<file path="config.mk">
export PLATFORM = sky130hd
export DESIGN_NAME = alu_uart_interface
export DESIGN_NICKNAME = d
export VERILOG_FILES = /design/src/rtl/alu_uart_interface_pkg.sv /design/src/rtl/alu_uart_interface_frame_timeout_ctr.sv /design/src/rtl/alu_uart_interface.sv
export SDC_FILE = /design/constraint.sdc
export NUM_CORES = 1
export LEC_CHECK = 0
export ABC_AREA = 1
export CORE_ASPECT_RATIO = 0.5
export CORE_MARGIN = 2
export CORE_UTILIZATION = 51
export CTS_BUF_LIST = sky130_fd_sc_hd__clkbuf_8
export CTS_CLUSTER_SIZE = 20
export DETAILED_ROUTE_END_ITERATION = 8
export MAX_ROUTING_LAYER = met4
export PLACE_DENSITY = 0.88
export SETUP_SLACK_MARGIN = 0.3
export SLEW_MARGIN = 20
export SYNTH_ARGS = -nofsm -noshare
export SYNTH_HDL_FRONTEND = slang
export SYNTH_SLANG_ARGS = --single-unit
</file>
<file path="constraint.sdc">
create_clock -name clk -period 1.6 [get_ports clk]
set_clock_uncertainty 0.05 [all_clocks]
set_input_delay 0.32 -clock clk [delete_from_list [all_inputs] [get_ports clk]]
set_output_delay 0.32 -clock clk [all_outputs]
set_load 0.01 [all_outputs]
</file>
<file path="src/rtl/alu_uart_interface_pkg.sv">
// Shared definitions for the UART/ALU sequencer: FSM states and ALU opcode constants.
package alu_uart_interface_pkg;

   typedef enum logic [2:0] {
      WAIT_A  = 3'd0,
      WAIT_B  = 3'd1,
      WAIT_OP = 3'd2,
      SEND    = 3'd3,
      WAIT_TX = 3'd4
   } state_t;

   localparam logic [7:0] OP_ADD = 8'h20;
   localparam logic [7:0] OP_SUB = 8'h22;
   localparam logic [7:0] OP_AND = 8'h24;
   localparam logic [7:0] OP_OR  = 8'h25;
   localparam logic [7:0] OP_XOR = 8'h26;
   localparam logic [7:0] OP_SRA = 8'h03;
   localparam logic [7:0] OP_SRL = 8'h02;
   localparam logic [7:0] OP_NOR = 8'h27;

endpackage

</file>
<file path="src/rtl/alu_uart_interface_frame_timeout_ctr.sv">
// Inter-byte idle counter; expired flags the last idle cycle before a partial frame is aborted.
module frame_timeout_ctr #(
   parameter int unsigned TIMEOUT_CYCLES = 50000
) (
   input  logic clk,
   input  logic rst_n,
   input  logic clear,
   input  logic enable,
   output logic expired
);

   localparam int unsigned CW = $clog2(TIMEOUT_CYCLES);
   localparam logic [CW-1:0] LAST = CW'(TIMEOUT_CYCLES - 1);

   logic [CW-1:0] count;

   always_ff @(posedge clk) begin
      if (!rst_n) begin
         count <= '0;
      end else if (clear || !enable || (count == LAST)) begin
         count <= '0;
      end else begin
         count <= count + CW'(1);
      end
   end

   // A byte arriving in the expiry cycle takes precedence over the abort.
   assign expired = enable && !clear && (count == LAST);

endmodule

</file>
<file path="src/rtl/alu_uart_interface.sv">
// Sequences three UART bytes (A, B, opcode) into the ALU and hands the result to UART TX.
module alu_uart_interface
   import alu_uart_interface_pkg::*;
#(
   parameter int unsigned DATA_LENGTH    = 8,
   parameter int unsigned TIMEOUT_CYCLES = 50000
) (
   input  logic                   clk,
   input  logic                   rst_n,
   input  logic [DATA_LENGTH-1:0] rx_data,
   input  logic                   rx_done,
   input  logic [DATA_LENGTH-1:0] alu_result,
   input  logic                   tx_done,
   output logic [DATA_LENGTH-1:0] A_out,
   output logic [DATA_LENGTH-1:0] B_out,
   output logic [DATA_LENGTH-1:0] Op_code_out,
   output logic [DATA_LENGTH-1:0] tx_data,
   output logic                   tx_start,
   output logic                   err_overrun,
   output logic                   err_timeout
);

   state_t state;
   logic   collecting;
   logic   expired;

   assign collecting = (state == WAIT_B) || (state == WAIT_OP);

   frame_timeout_ctr #(
      .TIMEOUT_CYCLES(TIMEOUT_CYCLES)
   ) u_timeout (
      .clk     (clk),
      .rst_n   (rst_n),
      .clear   (rx_done),
      .enable  (collecting),
      .expired (expired)
   );

   always_ff @(posedge clk) begin
      if (!rst_n) begin
         state       <= WAIT_A;
         A_out       <= '0;
         B_out       <= '0;
         Op_code_out <= '0;
         tx_data     <= '0;
         tx_start    <= 1'b0;
         err_overrun <= 1'b0;
         err_timeout <= 1'b0;
      end else begin
         tx_start    <= 1'b0;
         err_timeout <= 1'b0;
         case (state)
            WAIT_A: begin
               if (rx_done) begin
                  A_out <= rx_data;
                  state <= WAIT_B;
               end
            end
            WAIT_B: begin
               if (rx_done) begin
                  B_out <= rx_data;
                  state <= WAIT_OP;
               end else if (expired) begin
                  err_timeout <= 1'b1;
                  state       <= WAIT_A;
               end
            end
            WAIT_OP: begin
               if (rx_done) begin
                  Op_code_out <= rx_data;
                  state       <= SEND;
               end else if (expired) begin
                  err_timeout <= 1'b1;
                  state       <= WAIT_A;
               end
            end
            SEND: begin
               tx_data  <= alu_result;
               tx_start <= 1'b1;
               state    <= WAIT_TX;
               if (rx_done) err_overrun <= 1'b1;
            end
            WAIT_TX: begin
               if (rx_done) err_overrun <= 1'b1;
               if (tx_done) state <= WAIT_A;
            end
            default: state <= WAIT_A;
         endcase
      end
   end

endmodule

</file>
==> results of run 1 <==
state kept, by name, indices dropped and copies added, names as in the netlist:
| register | cells |
|---|---|
| u_timeout.count | 16 |
| A_out | 8 |
| B_out | 8 |
| Op_code_out | 8 |
| tx_data | 8 |
| state | 3 |
| err_overrun | 1 |
| err_timeout | 1 |
| tx_start | 1 |
timing repair:
| action | 4_1_cts | 5_1_grt |
|---|---|---|
| cloned | 0 | 2 |
| setup buffers | 8 | 5 |
| setup endpoints to repair | 74 | 82 |
| pin swaps | 6 | 6 |
| gates resized for setup | 53 | 64 |
final timing paths:
kind	startpoint	endpoint	slack, ns	cells past startpoint
worst max register to register	u_timeout.count[0]	u_timeout.count[13]	0.26	7
worst min register to register	A_out[5]	A_out[5]	0.42	2
worst max-delay path	u_timeout.count[0]	u_timeout.count[13]	0.26	7
worst min-delay path	A_out[5]	A_out[5]	0.42	2
power groups by stage:
stage | sequential [mW] | combinational, mW | clock (mW)
2_1_floorplan | 1.48 | 0.173 | 0
3_3_place_gp | 1.46 | 0.376 | 0
6_report | 1.44 | 0.414 | 0.881
3_5_place_dp | 1.46 | 0.387 | 0
4_1_cts | 1.43 | 0.374 | 0.894
5_1_grt | 1.44 | 0.450 | 0.933
cell families after synthesis:
family	share of synthesized area
AND/OR/NAND/NOR	0.338
flip-flops	0.467
AO/OA/AOI/OAI	0.122
buffers and inverters	0.0600
XOR/XNOR	0.00757
adder cells (fa/ha/maj)	0.00541
area by class of cell:
cell class | instances | area, um^2
Multi-Input combinational cell | 221 | 1190
Clock buffer | 5 | 68.8
Tap cell | 57 | 71.3
Fill cell | 323 | 1160
Inverter | 26 | 106
Timing Repair Buffer | 73 | 648
Clock inverter | 3 | 37.5
Sequential cell | 54 | 1100
worst reg2reg max path: cells and delay by family (launching register included):
| kind | cells | cell delay, ns |
|---|---|---|
| buffers and inverters | 1 | 0.14 |
| and+or+nand+nor | 4 | 0.49 |
| DFF | 1 | 0.36 |
| AOI/OAI and AO/OA | 1 | 0.04 |
| adders and majority gates | 1 | 0.16 |
routing by layer:
metal / part of all wire / track usage
met4: 0.022 / 0.0639
met2: 0.53 / 0.461
met1: 0.39 / 0.287
met3: 0.058 / 0.0551
met5: 0 / -
stage by stage:
step,setup slack (ns),power (mW),hold WS (ns)
final,0.265,2.73,0.421
after global routing,0.205,2.82,0.453
after CTS,0.264,2.70,0.415
after detailed placement,-0.0899,1.85,0.406
after global placement,-0.0560,1.84,0.403
after floorplan,0.321,1.66,0.402
cell usage in the layout (no fill, tap or decap), types with 6 or more instances in the layout:
cell / count
sky130_fd_sc_hd__nor2_2: 11
sky130_fd_sc_hd__nand3_1: 14
sky130_fd_sc_hd__inv_2: 6
sky130_fd_sc_hd__o21ai_0: 30
sky130_fd_sc_hd__a21oi_1: 11
sky130_fd_sc_hd__nor2_1: 68
sky130_fd_sc_hd__nor2_4: 8
sky130_fd_sc_hd__a21oi_2: 7
sky130_fd_sc_hd__clkbuf_2: 9
sky130_fd_sc_hd__nand2_1: 43
sky130_fd_sc_hd__inv_1: 19
sky130_fd_sc_hd__buf_4: 15
sky130_fd_sc_hd__clkdlybuf4s15_1: 23
sky130_fd_sc_hd__dfxtp_1: 41
sky130_fd_sc_hd__clkdlybuf4s50_1: 18
sky130_fd_sc_hd__dfxtp_2: 12
==> impl_results.md, run 1 <==
- Final number of hold-violating endpoints: 0
- Sw Ratio: 0.254
- RSZ-0062 raised after global routing: yes
- Final TNS setup: 0 ns
- Slowest Stage Delay on Critical Path: 0.36 ns
- Number of instances in the synthesized netlist: 305
- Number of nets with antenna violations after routing: 0
- Worst rel slew slack: 0.815
- Routed via count: between 2k and 2.5k
- Kind of cell with the highest combined delay on the critical path: simple AND/OR/NAND/NOR gates
- Routed vias/inst: roughly 5.3
- Total die area: 5120 um^2
- Maximum clock frequency: 749 MHz
- Synth top area cells: sky130_fd_sc_hd__dfxtp_1 (47%), sky130_fd_sc_hd__nor2_1 (12%), sky130_fd_sc_hd__nand2_1 (7.1%), sky130_fd_sc_hd__o21ai_0 (6.7%), sky130_fd_sc_hd__inv_1 (3.2%)
- Post-synthesis sequential area ratio: 0.467
- Post-synth top cells: sky130_fd_sc_hd__nor2_1 (73), sky130_fd_sc_hd__dfxtp_1 (54), sky130_fd_sc_hd__nand2_1 (44), sky130_fd_sc_hd__o21ai_0 (31), sky130_fd_sc_hd__inv_1 (20)
- Synth Flop Type: sky130_fd_sc_hd__dfxtp_1
- Combined buffer and inverter count along the critical path: 1
- Rows: 17
- Pre-Repair DR Iteration Count: 4
- Nature of the critical path endpoint: flip-flop
- CTS sink count: 54
- Most frequent cell after synthesis: sky130_fd_sc_hd__nor2_1
- Number of clock buffers inserted by TritonCTS: 5
- Starting Density: 0.528
- Number of levels the H-tree was split into: 2
- Weighted congestion reported at the end of routability-driven placement: between 0.8 and 0.9
- Vias in the first global route: about 2.2k
- Power Dens Cells: 847 nW/um^2
- Final non-filler cell area: 3220 um^2
- Net total in the final layout: 402
- Gr ovfl total: 0
- Maximum number of pins on one net before global-route repair: 27
- Number of design rule violations left after detail routing: 0
- TritonCTS clock tree: yes
- Antenna diodes: 0
- CTS Hold Buffers Added: 0
- Int Pwr: 2.04 mW
- Outcome: complete, no violations
- Floorplan die width: 99.3 um
- Total GRT Usage: 0.251
- Antenna violations before repair: 0
- Arrival time at the worst endpoint: roughly 1.5 ns
- Maxcap violations: 0
- Power dissipated by switching net loads: 0.694 mW
- Root cell of the clock tree: sky130_fd_sc_hd__clkbuf_8
- Fin cells: 439
- Worst setup SP type: flip-flop
- Area of the placeable core: between 4000 and 5000 um^2
- Die Height: a little over 50 um
- Util after Layout: 0.736
- Share of total power in combinational logic: 0.152
- Layout area overhead: 39.3%
- Lkg Pwr: between 1 and 1.5 nW
- Fraction of final layout cells with drive strength greater than 1: 0.262
- Average wire length per cell after detail routing: ~15 um
- Overall routed net length: 6520 um
- Async set-reset flop share out of synthesis: 0
- Synthesized area: 2310 um^2
- Placed cells: 416
- DRC violation total after the first TritonRoute iteration: 181
- Max VDD drop: 535 uV
- Max Fanout on Critical Path: 7
- Area share of the leading cell type in the synthesized netlist: 0.467
- Cell breakdown of the critical path: ha_4 -> nand3_4 -> nor2_2 -> nand2_2 -> nand3_4 -> buf_6 -> a21oi_2
- Worst slew pin tran: 0.274 ns
- Critical path start-end classification: flip-flop to flip-flop
- Synth Register Bits: 54
- Mapped Avg Cell Area: 7.59 um^2
- Worst-case clock buffer depth: 2
- Class of the most critical hold timing path: flip-flop to flip-flop
- Fin crit period: ~1.3 ns
- Post-DP Area: 2950 um^2
- Net count after synthesis: around 330
- Worst-path clk slew: 0.10 ns
- First-pass GRT wire length: 9910 um
- Cell seen most often among critical-path stages: sky130_fd_sc_hd__nand3_4
- Total of endpoints with negative setup slack in the final report: 0
- Highest-delay cell along the critical path: sky130_fd_sc_hd__dfxtp_2
- Detailed placer's ending HPWL: approximately 4200 um
- EDFF count, synth: 0
- Ratio of final minimum period to clock period: 0.834
- Max Slew Vio Count: 0
- Power share of the clock group: 0.323
- PortBufs: 54
- Clock latency on the worst-skew pair: between 0.3 and 0.4 ns
- CP required: about 1.8 ns
- Distinct cells, synth: 28
- Cell type contributing the most total cell area after synthesis: sky130_fd_sc_hd__dfxtp_1
- Sequential share of power: 0.526
- Number of warnings reported in the yosys synthesis log: 0
- Number of top-level design ports: 55
No activity file was read; power rests on OpenSTA's default activity.
==> inputs of run 2 (changes only) <==
==> constraint.sdc (replaced) <==
create_clock -name clk -period 1.3 [get_ports clk]
set_clock_uncertainty 0.05 [all_clocks]
set_input_delay 0.26 -clock clk [delete_from_list [all_inputs] [get_ports clk]]
set_output_delay 0.26 -clock clk [all_outputs]
set_load 0.01 [all_outputs]
==> run 2 against run 1 <==
The run now ends with setup timing left. Via count up 25%. Die area unchanged. Sequential share of layout area down 4.6 points. Non-clock buffer count up 19. Hold slack better by 0.033 ns. Clock-buffer cell count unchanged. Wire length up 70%. Sequential power up 26%. Worst setup slack worse by 0.45 ns. Final cell count up 5.2%. Largest power group unchanged. Total power up 46%.
==> impl_results.md, run 2 (synthesis results as in run 1) <==
- Outcome: finished with violations (was complete, no violations)
- Violations in the final reports: setup timing
- Arrival time at the worst endpoint: 1.65 ns (was 1.49 ns)
- Total power after layout: 3.99 mW (was 2.73 mW)
- Number of levels the H-tree was split into: 2 (unchanged)
- Die Height: 51.6 um (unchanged)
- Maximum clock frequency: 672 MHz (was 749 MHz)
- Sw Ratio: 0.290 (was 0.254)
- Register-to-Register Path Depth: 9 (was 7)
- Most used cells in the layout excluding fill and tap cells: sky130_fd_sc_hd__nor2_1 (43), sky130_fd_sc_hd__buf_6 (42), sky130_fd_sc_hd__dfxtp_2 (41), sky130_fd_sc_hd__buf_4 (30), sky130_fd_sc_hd__nor2_4 (26) (was sky130_fd_sc_hd__nor2_1 (68), sky130_fd_sc_hd__nand2_1 (43), sky130_fd_sc_hd__dfxtp_1 (41), sky130_fd_sc_hd__o21ai_0 (30), sky130_fd_sc_hd__clkdlybuf4s15_1 (23))
- Number of nets with antenna violations after routing: 0 (unchanged)
- Layout area overhead: 70.8% (was 39.3%)
- Most frequent standard cell in the layout excluding fill and tap cells: sky130_fd_sc_hd__nor2_1 (unchanged)
- Total GRT Usage: 0.333 (was 0.251)
- Power dissipated by switching net loads: 1.16 mW (was 0.694 mW)
- Starting Density: 0.528 (unchanged)
- Post-DP Area: 3040 um^2 (was 2950 um^2)
- Total of endpoints with negative setup slack in the final report: 37 (was 0)
- Clock latency on the worst-skew pair: 0.33 ns (was 0.31 ns)
- Maximum number of pins on one net before global-route repair: 27 (unchanged)
- Sequential share of power: 0.453 (was 0.526)
- CTS Hold Buffers Added: 0 (unchanged)
- TritonCTS clock tree: yes (unchanged)
- Worst slew pin tran: 0.390 ns (was 0.274 ns)
- CP required: 1.46 ns (was 1.76 ns)
- Average wire length per cell after detail routing: 23.9 um (was 14.9 um)
- Int Pwr: 2.83 mW (was 2.04 mW)
- Max Slew Vio Count: 0 (unchanged)
- Power share of the clock group: 0.351 (was 0.323)
- Worst rel slew slack: 0.738 (was 0.815)
- Max reg flops: 16 (unchanged)
- Worst setup SP type: flip-flop (unchanged)
- Capture point of the worst reg-to-reg path: u_timeout.count[9] (was u_timeout.count[13])
- Root cell of the clock tree: sky130_fd_sc_hd__clkbuf_8 (unchanged)
- Nature of the critical path endpoint: flip-flop (unchanged)
- Worst-case hold slack: 0.453 ns (was 0.421 ns)
- Critical path start-end classification: flip-flop to flip-flop (unchanged)
- DRC violation total after the first TritonRoute iteration: 324 (was 181)
- Worst setup slack for register-to-register paths: -0.19 ns (was 0.26 ns)
- CTS sink count: 54 (unchanged)
- Routed via count: 2939 (was 2342)
- Cells on Worst Hold Path: 2 (unchanged)
- Final non-filler cell area: 3950 um^2 (was 3220 um^2)
- Area of the placeable core: 4380 um^2 (unchanged)
- Gr ovfl total: 0 (unchanged)
- Max VDD drop: 1270 uV (was 535 uV)
- Number of design rule violations left after detail routing: 0 (unchanged)
- Worst-path clk slew: 0.12 ns (was 0.10 ns)
- Largest reg by FF count: u_timeout.count (unchanged)
- Sink of the worst hold path: tx_data[4] (was A_out[5])
- Fin crit period: 1.49 ns (was 1.34 ns)
- Ratio of final minimum period to clock period: 1.15 (was 0.834)
- Overall routed net length: 11100 um (was 6520 um)
- Worst-case clock buffer depth: 2 (unchanged)
- Vias in the first global route: 2666 (was 2175)
- Area taken by flip-flops and latches: 1170 um^2 (was 1100 um^2)
- Pre-Repair DR Iteration Count: 5 (was 4)
- Worst hold path startpoint: tx_data[4] (was A_out[5])
- RSZ-0062 raised after global routing: yes (unchanged)
- Final TNS setup: -2.14 ns (was 0 ns)
- Total die area: 5120 um^2 (unchanged)
- Util after Layout: 0.902 (was 0.736)
- Maxcap violations: 0 (unchanged)
- Final Worst Setup Slack: -0.189 ns (was 0.265 ns)
- Number of top-level design ports: 55 (unchanged)
- Max Fanout on Critical Path: 8 (was 7)
- Fraction of final layout cells with drive strength greater than 1: 0.632 (was 0.262)
- Number of clock buffers inserted by TritonCTS: 5 (unchanged)
- Weighted congestion reported at the end of routability-driven placement: 0.920 (was 0.857)
- First-pass GRT wire length: 12800 um (was 9910 um)
- Fill count: 139 (was 323)
- Fin cells: 462 (was 439)
- Area of the multi-input gates: 1550 um^2 (was 1190 um^2)
- Power Dens Cells: 1010 nW/um^2 (was 847 nW/um^2)
- Net total in the final layout: 425 (was 402)
- Floorplan die width: 99.3 um (unchanged)
- Worst reg2reg path startpoint: u_timeout.count[14] (was u_timeout.count[0])
- Share of total power in combinational logic: 0.197 (was 0.152)
- Lkg Pwr: 1.54 nW (was 1.25 nW)
- Routed vias/inst: 6.36 (was 5.33)
- Worst slack, placed: -0.311 ns (was -0.0899 ns)
- Rows: 17 (unchanged)
- Final number of hold-violating endpoints: 0 (unchanged)
- PortBufs: 54 (unchanged)
- Detailed placer's ending HPWL: 4170 um (was 4250 um)
- Class of the most critical hold timing path: flip-flop to flip-flop (unchanged)
- Placed cells: 423 (was 416)
- Antenna violations before repair: 0 (unchanged)
- Antenna diodes: 0 (unchanged)
==> run 2: cell types whose count changed in the layout (fill, tap and decap cells not counted), sizes merged <==
cell and change:
dlygate4sd2 -3, clkinv +1, buf +54, nor2 +1
clkbuf -9, nand3 +2, clkdlybuf4s15 -23, bufinv +1
clkinvlp -1
==> run 2: worst max path at each step <==
stage,from,to,slack [ns],cells past startpoint
global placement,rx_done,Op_code_out[1],-0.27,6
floorplan,u_timeout.count[0],u_timeout.count[1],0.09,7
detailed placement,rx_done,Op_code_out[6],-0.31,6
CTS,u_timeout.count[0],state[0],0.0004,9
global route,u_timeout.count[14],u_timeout.count[9],-0.23,9
finish,u_timeout.count[14],u_timeout.count[9],-0.19,9
==> run 2: critical path: stages (launching register included) <==
cell	delay, ns
sky130_fd_sc_hd__dfxtp_2	0.37
sky130_fd_sc_hd__inv_1	0.08
sky130_fd_sc_hd__nor2_2	0.15
sky130_fd_sc_hd__nand2_2	0.10
sky130_fd_sc_hd__nor2_4	0.12
sky130_fd_sc_hd__nand2_4	0.09
sky130_fd_sc_hd__nand3_4	0.19
sky130_fd_sc_hd__inv_2	0.09
sky130_fd_sc_hd__nand2_1	0.08
sky130_fd_sc_hd__inv_1	0.06
==> run 2: power groups by stage <==
stage / clock network, mW / registers (mW) / logic (mW)
floorplan: 0 / 1.83 / 0.229
global placement: 0 / 1.80 / 0.480
detailed placement: 0 / 1.80 / 0.493
CTS: 1.34 / 1.79 / 0.555
global route: 1.44 / 1.81 / 0.801
finish: 1.40 / 1.81 / 0.785
==> run 2: routing by layer <==
metal / GRT usage / vias to the layer above / wire, um
met5: - / - / 0
met4: 0.212 / 0 / 915
met3: 0.0726 / 114 / 1300
met2: 0.564 / 294 / 4920
met1: 0.367 / 1351 / 3930
li1: - / 1180 / -
==> run 2: cell type report <==
type | count | share of cell area
Sequential cell | 54 | 0.295
Tap cell | 57 | 0.0180
Multi-Input combinational cell | 224 | 0.393
Inverter | 26 | 0.0310
Timing Repair Buffer | 92 | 0.226
Timing Repair inverter | 1 | 0.00222
Clock inverter | 3 | 0.0174
Clock buffer | 5 | 0.0174
==> run 2: timing repair <==
action,4_1_cts,5_1_grt
setup endpoints to repair,88,89
setup buffers,6,19
pin swaps,13,37
gates cloned,4,2
gates resized for setup,256,99
